--- config.mk ---
export PLATFORM = sky130hd
export DESIGN_NAME = stack_engine
export DESIGN_NICKNAME = d
export VERILOG_FILES = /design/src/rtl/stack_engine.sv
export SDC_FILE = /design/constraint.sdc
export NUM_CORES = 1
export LEC_CHECK = 0
export ABC_AREA = 1
export BUFFER_PORTS_ARGS = -buffer_cell sky130_fd_sc_hd__buf_2
export CAP_MARGIN = 10
export CORE_AREA = 3 3 152 154
export DETAILED_ROUTE_END_ITERATION = 16
export DIE_AREA = 0 0 155 157
export PLACE_DENSITY = 0.74
export SLEW_MARGIN = 25
export SYNTH_ARGS = -nofsm -noshare
export SYNTH_HDL_FRONTEND = slang
export SYNTH_SLANG_ARGS = --single-unit
--- constraint.sdc ---
create_clock -name clk -period 5.7 [get_ports clk]
set_input_delay 1.14 -clock clk [delete_from_list [all_inputs] [get_ports clk]]
set_output_delay 1.14 -clock clk [all_outputs]
set_load 0.005 [all_outputs]
--- src/rtl/stack_engine.sv ---
// Parametrised hardware stack with push, pop and replace-top, selectable growth
// direction, registered top-of-stack, occupancy count and sticky error flags.
module stack_engine #(
  parameter int WIDTH     = 16,
  parameter int DEPTH     = 16,
  parameter int AW        = $clog2(DEPTH),
  parameter bit GROW_DOWN = 1'b1
) (
  input  logic             clk,
  input  logic             reset,
  input  logic [1:0]       op,
  input  logic [WIDTH-1:0] din,
  input  logic             clr_err,
  output logic [WIDTH-1:0] top,
  output logic [AW:0]      count,
  output logic             empty,
  output logic             full,
  output logic             ack,
  output logic             ovf,
  output logic             udf
);

  localparam logic [1:0]    OP_NONE    = 2'd0;
  localparam logic [1:0]    OP_PUSH    = 2'd1;
  localparam logic [1:0]    OP_POP     = 2'd2;
  localparam logic [1:0]    OP_REPLACE = 2'd3;

  localparam logic [AW:0]   COUNT_ZERO = '0;
  localparam logic [AW:0]   COUNT_ONE  = (AW+1)'(1);
  localparam logic [AW:0]   COUNT_FULL = (AW+1)'(DEPTH);
  localparam logic [AW-1:0] ADDR_ONE   = AW'(1);
  localparam logic [AW-1:0] ADDR_LAST  = AW'(DEPTH - 1);

  logic [WIDTH-1:0] stack_q [DEPTH];

  logic [AW:0]      count_q, count_d;
  logic [WIDTH-1:0] top_q, top_d;
  logic             ack_q, ack_d;
  logic             ovf_q, ovf_d;
  logic             udf_q, udf_d;

  logic [AW-1:0]    countLow;
  logic [AW-1:0]    freeAddr;
  logic [AW-1:0]    topAddr;
  logic [AW-1:0]    belowAddr;
  logic             isEmpty;
  logic             isFull;
  logic             wrEn;
  logic [AW-1:0]    wrAddr;

  // Addresses are AW bits wide and wrap modulo DEPTH; the wrapped values are
  // only ever used when the operation is legal for the current count.
  assign countLow  = count_q[AW-1:0];
  assign freeAddr  = GROW_DOWN ? (ADDR_LAST - countLow) : countLow;
  assign topAddr   = GROW_DOWN ? (ADDR_LAST - countLow + ADDR_ONE) : (countLow - ADDR_ONE);
  assign belowAddr = GROW_DOWN ? (topAddr + ADDR_ONE) : (topAddr - ADDR_ONE);

  assign isEmpty = (count_q == COUNT_ZERO);
  assign isFull  = (count_q == COUNT_FULL);

  always_comb begin
    count_d = count_q;
    top_d   = top_q;
    ack_d   = 1'b0;
    ovf_d   = ovf_q & ~clr_err;
    udf_d   = udf_q & ~clr_err;
    wrEn    = 1'b0;
    wrAddr  = freeAddr;

    case (op)
      OP_NONE: begin
      end
      OP_PUSH: begin
        if (isFull) begin
          ovf_d = 1'b1;
        end else begin
          wrEn    = 1'b1;
          wrAddr  = freeAddr;
          count_d = count_q + COUNT_ONE;
          top_d   = din;
          ack_d   = 1'b1;
        end
      end
      OP_POP: begin
        if (isEmpty) begin
          udf_d = 1'b1;
        end else if (count_q == COUNT_ONE) begin
          count_d = COUNT_ZERO;
          top_d   = '0;
          ack_d   = 1'b1;
        end else begin
          count_d = count_q - COUNT_ONE;
          top_d   = stack_q[belowAddr];
          ack_d   = 1'b1;
        end
      end
      OP_REPLACE: begin
        if (isEmpty) begin
          udf_d = 1'b1;
        end else begin
          wrEn   = 1'b1;
          wrAddr = topAddr;
          top_d  = din;
          ack_d  = 1'b1;
        end
      end
      default: begin
      end
    endcase
  end

  always_ff @(posedge clk) begin
    if (!reset) begin
      count_q <= COUNT_ZERO;
      top_q   <= '0;
      ack_q   <= 1'b0;
      ovf_q   <= 1'b0;
      udf_q   <= 1'b0;
    end else begin
      count_q <= count_d;
      top_q   <= top_d;
      ack_q   <= ack_d;
      ovf_q   <= ovf_d;
      udf_q   <= udf_d;
    end
  end

  // Storage keeps its contents through reset; reset only blocks the write.
  always_ff @(posedge clk) begin
    if (wrEn && reset) begin
      stack_q[wrAddr] <= din;
    end
  end

  assign top   = top_q;
  assign count = count_q;
  assign empty = isEmpty;
  assign full  = isFull;
  assign ack   = ack_q;
  assign ovf   = ovf_q;
  assign udf   = udf_q;

endmodule

# Word-level counts from Yosys, hierarchy flattened
# Memories as Yosys holds them, arrays and structs flattened.
# Cells that the tools add are included.
# op_classes
muxes,21
n_eq_ne,8
bitwise_logic,3
reduce_logical,7
addsub,5
# ops
operator,count
16-bit 2-to-1 mux,4
16-bit one-hot mux with 3 select lines,1
5-bit 2-to-1 mux,3
5-bit one-hot mux with 2 select lines,1
4-bit by 1-bit adder with 4-bit output (second input constant),2
1-bit 2-to-1 mux,8
4-bit 2-to-1 mux,2
2-bit != test (second input constant),3
5-bit by 1-bit adder with 5-bit output (second input constant),1
5-bit by 1-bit == test with 1-bit output (second input constant),1
5-bit == test (second input constant),1
5-bit logical NOT,1
5-bit by 1-bit subtractor with 5-bit output (second input constant),1
2-bit == test (second input constant),2
1-bit one-hot mux with 2 select lines,2
4-bit AND reduction,1
4-bit subtractor (first input constant),1
3-bit AND reduction,1
3-bit nonzero test,1
1-bit bitwise AND,2
2-bit by 1-bit == test with 1-bit output (second input constant),1
2-bit nonzero test,1
2-bit OR reduction,1
1-bit logical AND,1
1-bit inverter,1
# totals
wordCells,50
regBits,24
output_inout_bits,26
mem_bits_rw,256
in_bits,21
n_memories,1
# memory_table
name,depth,word_bits,rd,rd_clocked_by_memory_dff,write_ports,line,rtl
stack_q,16,16,1,0,1,34,logic [WIDTH-1:0] stack_q [DEPTH];

# Logic depth before layout (Yosys ltp)
# An unclocked memory read counts as a cell.
# logic_depth
ltp_word,7
ltp_mapped,17
ltp_nobuf,12

# Worst setup path after synthesis
# No wires, ideal clock.
# synth_path
path_kind,register -> register
from,register count_q[0] (netlist: count[0])
to,memory stack_q[10][0] (enable)
setup_time_ns,0.388
arrival_ns,2.601
stages_incl_launch_ff,12
synth_period_minus_slack_ns,2.990
required_time_ns,5.312
path_buffers,5
slack_ns,2.710
path_cell_list,dfxtp_1 buf_4 inv_2 buf_6 buf_4 ha_1 buf_6 inv_4 buf_2 o21ai_0 nand2_1 nor2_1
# synth_via
elab_chain_len,6
word_cells_on_any_way,12
cone_classes,add/sub: 2; eq/ne: 1; mux: 7; reduce/logical: 2
# synth_rtl
element,line,rtl
start: declaration,36,"logic [AW:0] count_q, count_d;"
start signal: assignment,120,count_q <= count_d;
branches (longest 6 deep; another with 4-bit subtractor),n/a,
end: declaration,34,
# Several ways; the timed one is not identified.

# Worst setup path after layout
# layout_path
from,register count_q[0] (netlist: count[0])
to,register top_q[10] (netlist: top[10])
# layout_via
elab_chain_len,7
word_cells_on_any_way,14
cone_classes,add/sub: 3; eq/ne: 5; mux: 3; reduce/logical: 2; memory: 1
# layout_rtl
element,line,rtl
4-bit subtractor,55,assign topAddr = GROW_DOWN ? (ADDR_LAST - countLow + ADDR_ONE) : (countLow - ADDR_ONE);
4-bit by 1-bit adder with 4-bit output,55,
4-bit by 1-bit adder with 4-bit output,56,assign belowAddr = GROW_DOWN ? (topAddr + ADDR_ONE) : (topAddr - ADDR_ONE);
memory read 16 x 16 bit,n/a,
16-bit 2-to-1 mux,87,end else if (count_q == COUNT_ONE) begin
16-bit 2-to-1 mux,85,if (isEmpty) begin
16-bit one-hot mux with 3 select lines,70,case (op)
end signal: assignment,121,top_q <= top_d;
end: declaration,37,"logic [WIDTH-1:0] top_q, top_d;"
# Parallel ways exist; a longest one is shown, timed or not. The select of a mux whose other input is x is not followed.
# A chain may end at the register's enable or synchronous reset.

==> reports/results.txt <==
The number of rows created at floorplan came out at 54. The chip height is 157 um, and the synthesized-area fraction occupied by ao, oa, aoi and oai cells is 0.0318. The clock root buffer master is clkbuf_16.

The dominant combinational cell family by area after synthesis is simple AND/OR/NAND/NOR gates. The number of buffers and inverters on the critical path is 3. The met2 wire length came out at 14.6 mm.

Footprint of the multi-input gates: 3710 um^2. The number of register bits inferred by synthesis came out at 280. The number of hold violations in the final report was 0; the clock input transition at the sequential cells of the worst setup and hold paths was 60 ps. Routability-driven placement finished with a final weighted congestion of 0.908. The die outline area came out at 24300 um^2. The startpoint type of the worst setup path was a flop.

Synthesis produced a netlist with a net count of 1491. The repair_antennas step left the layout with diodes totalling 0. The worst setup path is captured at a flop. The count of non-filler cells in the finished layout was 1796; the pin slew with the least headroom to its limit was 997 ps. Port buffering added 46 buffers. The flow ran to the end, and the final reports show no timing, DRC or antenna violations. The total overflow left after global routing is 0. The cell type contributing the most total cell area after synthesis was edfxtp_1. At the worst endpoint, the required time is 6130 ps. The die width was 155 um. Derived from the worst setup path, the maximum achievable clock frequency is 0.214 GHz. The highest routed metal layer was met4.

After routing, the total negative slack on setup checks comes to 0 ps. Hold repair after CTS inserted 0 buffers. Traced cell by cell, the critical path runs through clkinv_2, ha_1, buf_4, nand2_1, nand2_2, buf_4, nand2_1, nand2_1, nand2_1, nand2_1, nand2_1, nand3_1, a21oi_2. After clock tree synthesis, the repair step resized 0 gates. In the detailed route, the total length drawn on met3 is 3.33 mm.

Setup repair after global routing left no endpoint under its margin. For this block, the routed nets add up to 32.3 mm of wire. The number of antenna violations at the first check in global routing was 0; the fraction of layout instances using a drive strength above 1 was 0.102. The data arrival time at the worst-slack endpoint was 5100 ps; the HPWL after detailed placement was 19.4 mm. For this run, the detailed router's first-pass iteration total came to 5.

Count of antenna-violating nets left after detailed routing: 0. The beginning of the worst hold path was udf$_SDFF_PN0_. Simple-gate share of the synthesized area: 0.240.

For the post-place setup slack, the log shows 1080 ps. Across the VDD grid, the largest voltage drop is 0.000246 V. The parity-gate share of the synthesized area counting xor and xnor cells came out at 0.00134. The tools report the net count reported at finish as 1521. Synthesis instantiated 30 different standard cells from the library. The share of Yosys cell area claimed by the top area cell type came out at 0.589.

The average size of a mapped cell is 8.92 um^2, and the area occupied by registers is 8170 um^2. Setup violations remaining at the end of the flow were counted as 0. 47 I/O pins were placed. The worst-path cell with the longest stage delay is clkinv_2.

For the cell area after technology mapping, the log shows 13100 um^2. Share of synthesized area spent on multiplexers: 0. The kind of cell adding the most delay to the critical path is buffers and inverters. The tools report the launching point of the worst reg2reg path as count[0]$_SDFFE_PN0P_. The area growth from synthesis to layout is 10.6%. In the final routed layout, each cell accounts on average for 18.0 um. The sequential area share after synthesis was 0.626. The routed layout has 9448 vias. Once the clock tree was built, the setup fixing pass inserted 0 buffers. After detailed routing, the number of remaining DRC violations is 0.

The instance count of the mapped netlist is 1463. Counting the buffers created by CTS gives 29. Worst setup path category: flop to flop. The critical path startpoint is count[0]$_SDFFE_PN0P_. The tools report the reported leakage power as 6.77 nW. On the final layout, the worst clock skew is 12.9 ps. TritonCTS built the clock tree. The clock passes through at most 3 buffers.

The via density per instance was 5.26; the max-slew violation total from the final report was 0. Leaving out fill and tap cells, the most frequent cell in the layout is nand2_1. The starting density of the core was 0.598; the number of instances in the placed design was 1742. The later pin in the worst-skew pair is clocked with a latency of 550 ps.

The max capacitance violation total was 0; the highest cell delay on the worst timing path was 810 ps. The power density of the placed cells came out at 365 nW/um^2. The finished cells cover 14400 um^2. The final critical-path required period is 4670 ps. The tools report the count of warnings emitted by yosys as 0.

Final worst-path cycle share: 0.819. Along the worst path, the maximum fanout reaches 53. The number of global-route vias before repair came out at 8896. After layout, the worst setup slack is 1030 ps.

Adder-cell share of the synthesized area: 0.00671. Area of the core: 21800 um^2. By instance count, the cell type seen most on the critical path is nand2_1. The layout has 1739 filler cells.

Counting every sink on the clock net gives 280. The first global-routing pass estimated 50.3 mm of wire. The tightest min-delay check is of the flop to flop type.

The global-route usage over all layers was 0.267. Entering global routing, the biggest net connects 65 pins. After detailed placement, the total cell area comes to 13400 um^2. In the layout the commonest cells are nand2_1 (643), edfxtp_1 (256), inv_1 (231). In the final routing, the length of wire on met1 measures 13.8 mm.

The first routing iteration left 968 violations. Ranked by total cell area, the synthesized netlist is headed by edfxtp_1 (59%), nand2_1 (18%), inv_1 (6.6%), dfxtp_1 (3.7%), nor2_1 (3.5%). The H-tree depth came out at 1. The run gives 0.333 as the max-slew headroom at the worst pin.
## metrics by stage
step / hold slack [ps] / util / power (W)
final: 461 / 0.661 / 0.00527
after floorplan: 460 / - / 0.00307
after global placement: 451 / 0.615 / 0.00334
after CTS: 461 / 0.660 / 0.00527
after detailed placement: 452 / 0.616 / 0.00336
after global routing: 482 / 0.661 / 0.00550
## area by class of cell
type	count	area share
repair buffers	59	0.0227
multi-input cells	886	0.257
inverters	237	0.0619
clock buffers	40	0.0559
flip-flops and latches	280	0.566
clock inverters	14	0.0121
well taps	280	0.0243
## Yosys cell counts
master,number
nand2_1,643
edfxtp_1,256
inv_1,231
nor2_1,123
buf_2,37
o21ai_0,33
nand3_1,27
dfxtp_1,24
a21oi_2,17
clkbuf_1,11
nand2_2,10
ha_1,7
o21ai_1,7
a21oi_1,6
buf_4,6
buf_6,6
inv_2,4
nand4_1,2
o22ai_1,2
a211oi_1,1
clkinv_1,1
inv_4,1
nand2_4,1
nand3_2,1
nor2_4,1
nor3_4,1
o21ai_2,1
o31ai_1,1
xnor2_1,1
xor2_1,1
## power by group
part / internal [W] / switching, W
logic: 0.000266 / 0.000736
registers: 0.00229 / 0.0000449
clock network: 0.00117 / 0.000766
total: 0.00373 / 0.00155
## metal layers
metal	vias to the layer above	global-route usage
met1	4369	0.393
met3	55	0.0525
li1	4566	-
met2	458	0.412
met5	-	0
met4	0	0.0723
## logic make-up (layout without fill, tap and decap cells)
kind of cell	count (synthesis)	count (layout)
adder cells (fa/ha/maj)	7	7
buffers and inverters	297	350
AO/OA/AOI/OAI	68	68
XOR/XNOR	2	2
AND/OR/NAND/NOR	809	809
flip-flops	280	280
## tightest hold or removal path: stages (launching register included)
cell and delay (ps):
dfxtp_1 310, nand2_1 60, a21oi_1 50
## registers in the layout, indices dropped and copies added (netlist names)
signal / flops
ack: 1
count: 5
ovf: 1
stack_q: 256
top: 16
udf: 1
## final timing paths
check	end	slack [ps]	cells after the start
setup reg to reg	top[10]$_SDFFE_PN0P_	1030	13
hold reg to reg	udf$_SDFF_PN0_	460	2
hold / removal	udf$_SDFF_PN0_	460	2
setup / recovery	top[10]$_SDFFE_PN0P_	1030	13
(Power assumes the default switching activity.)
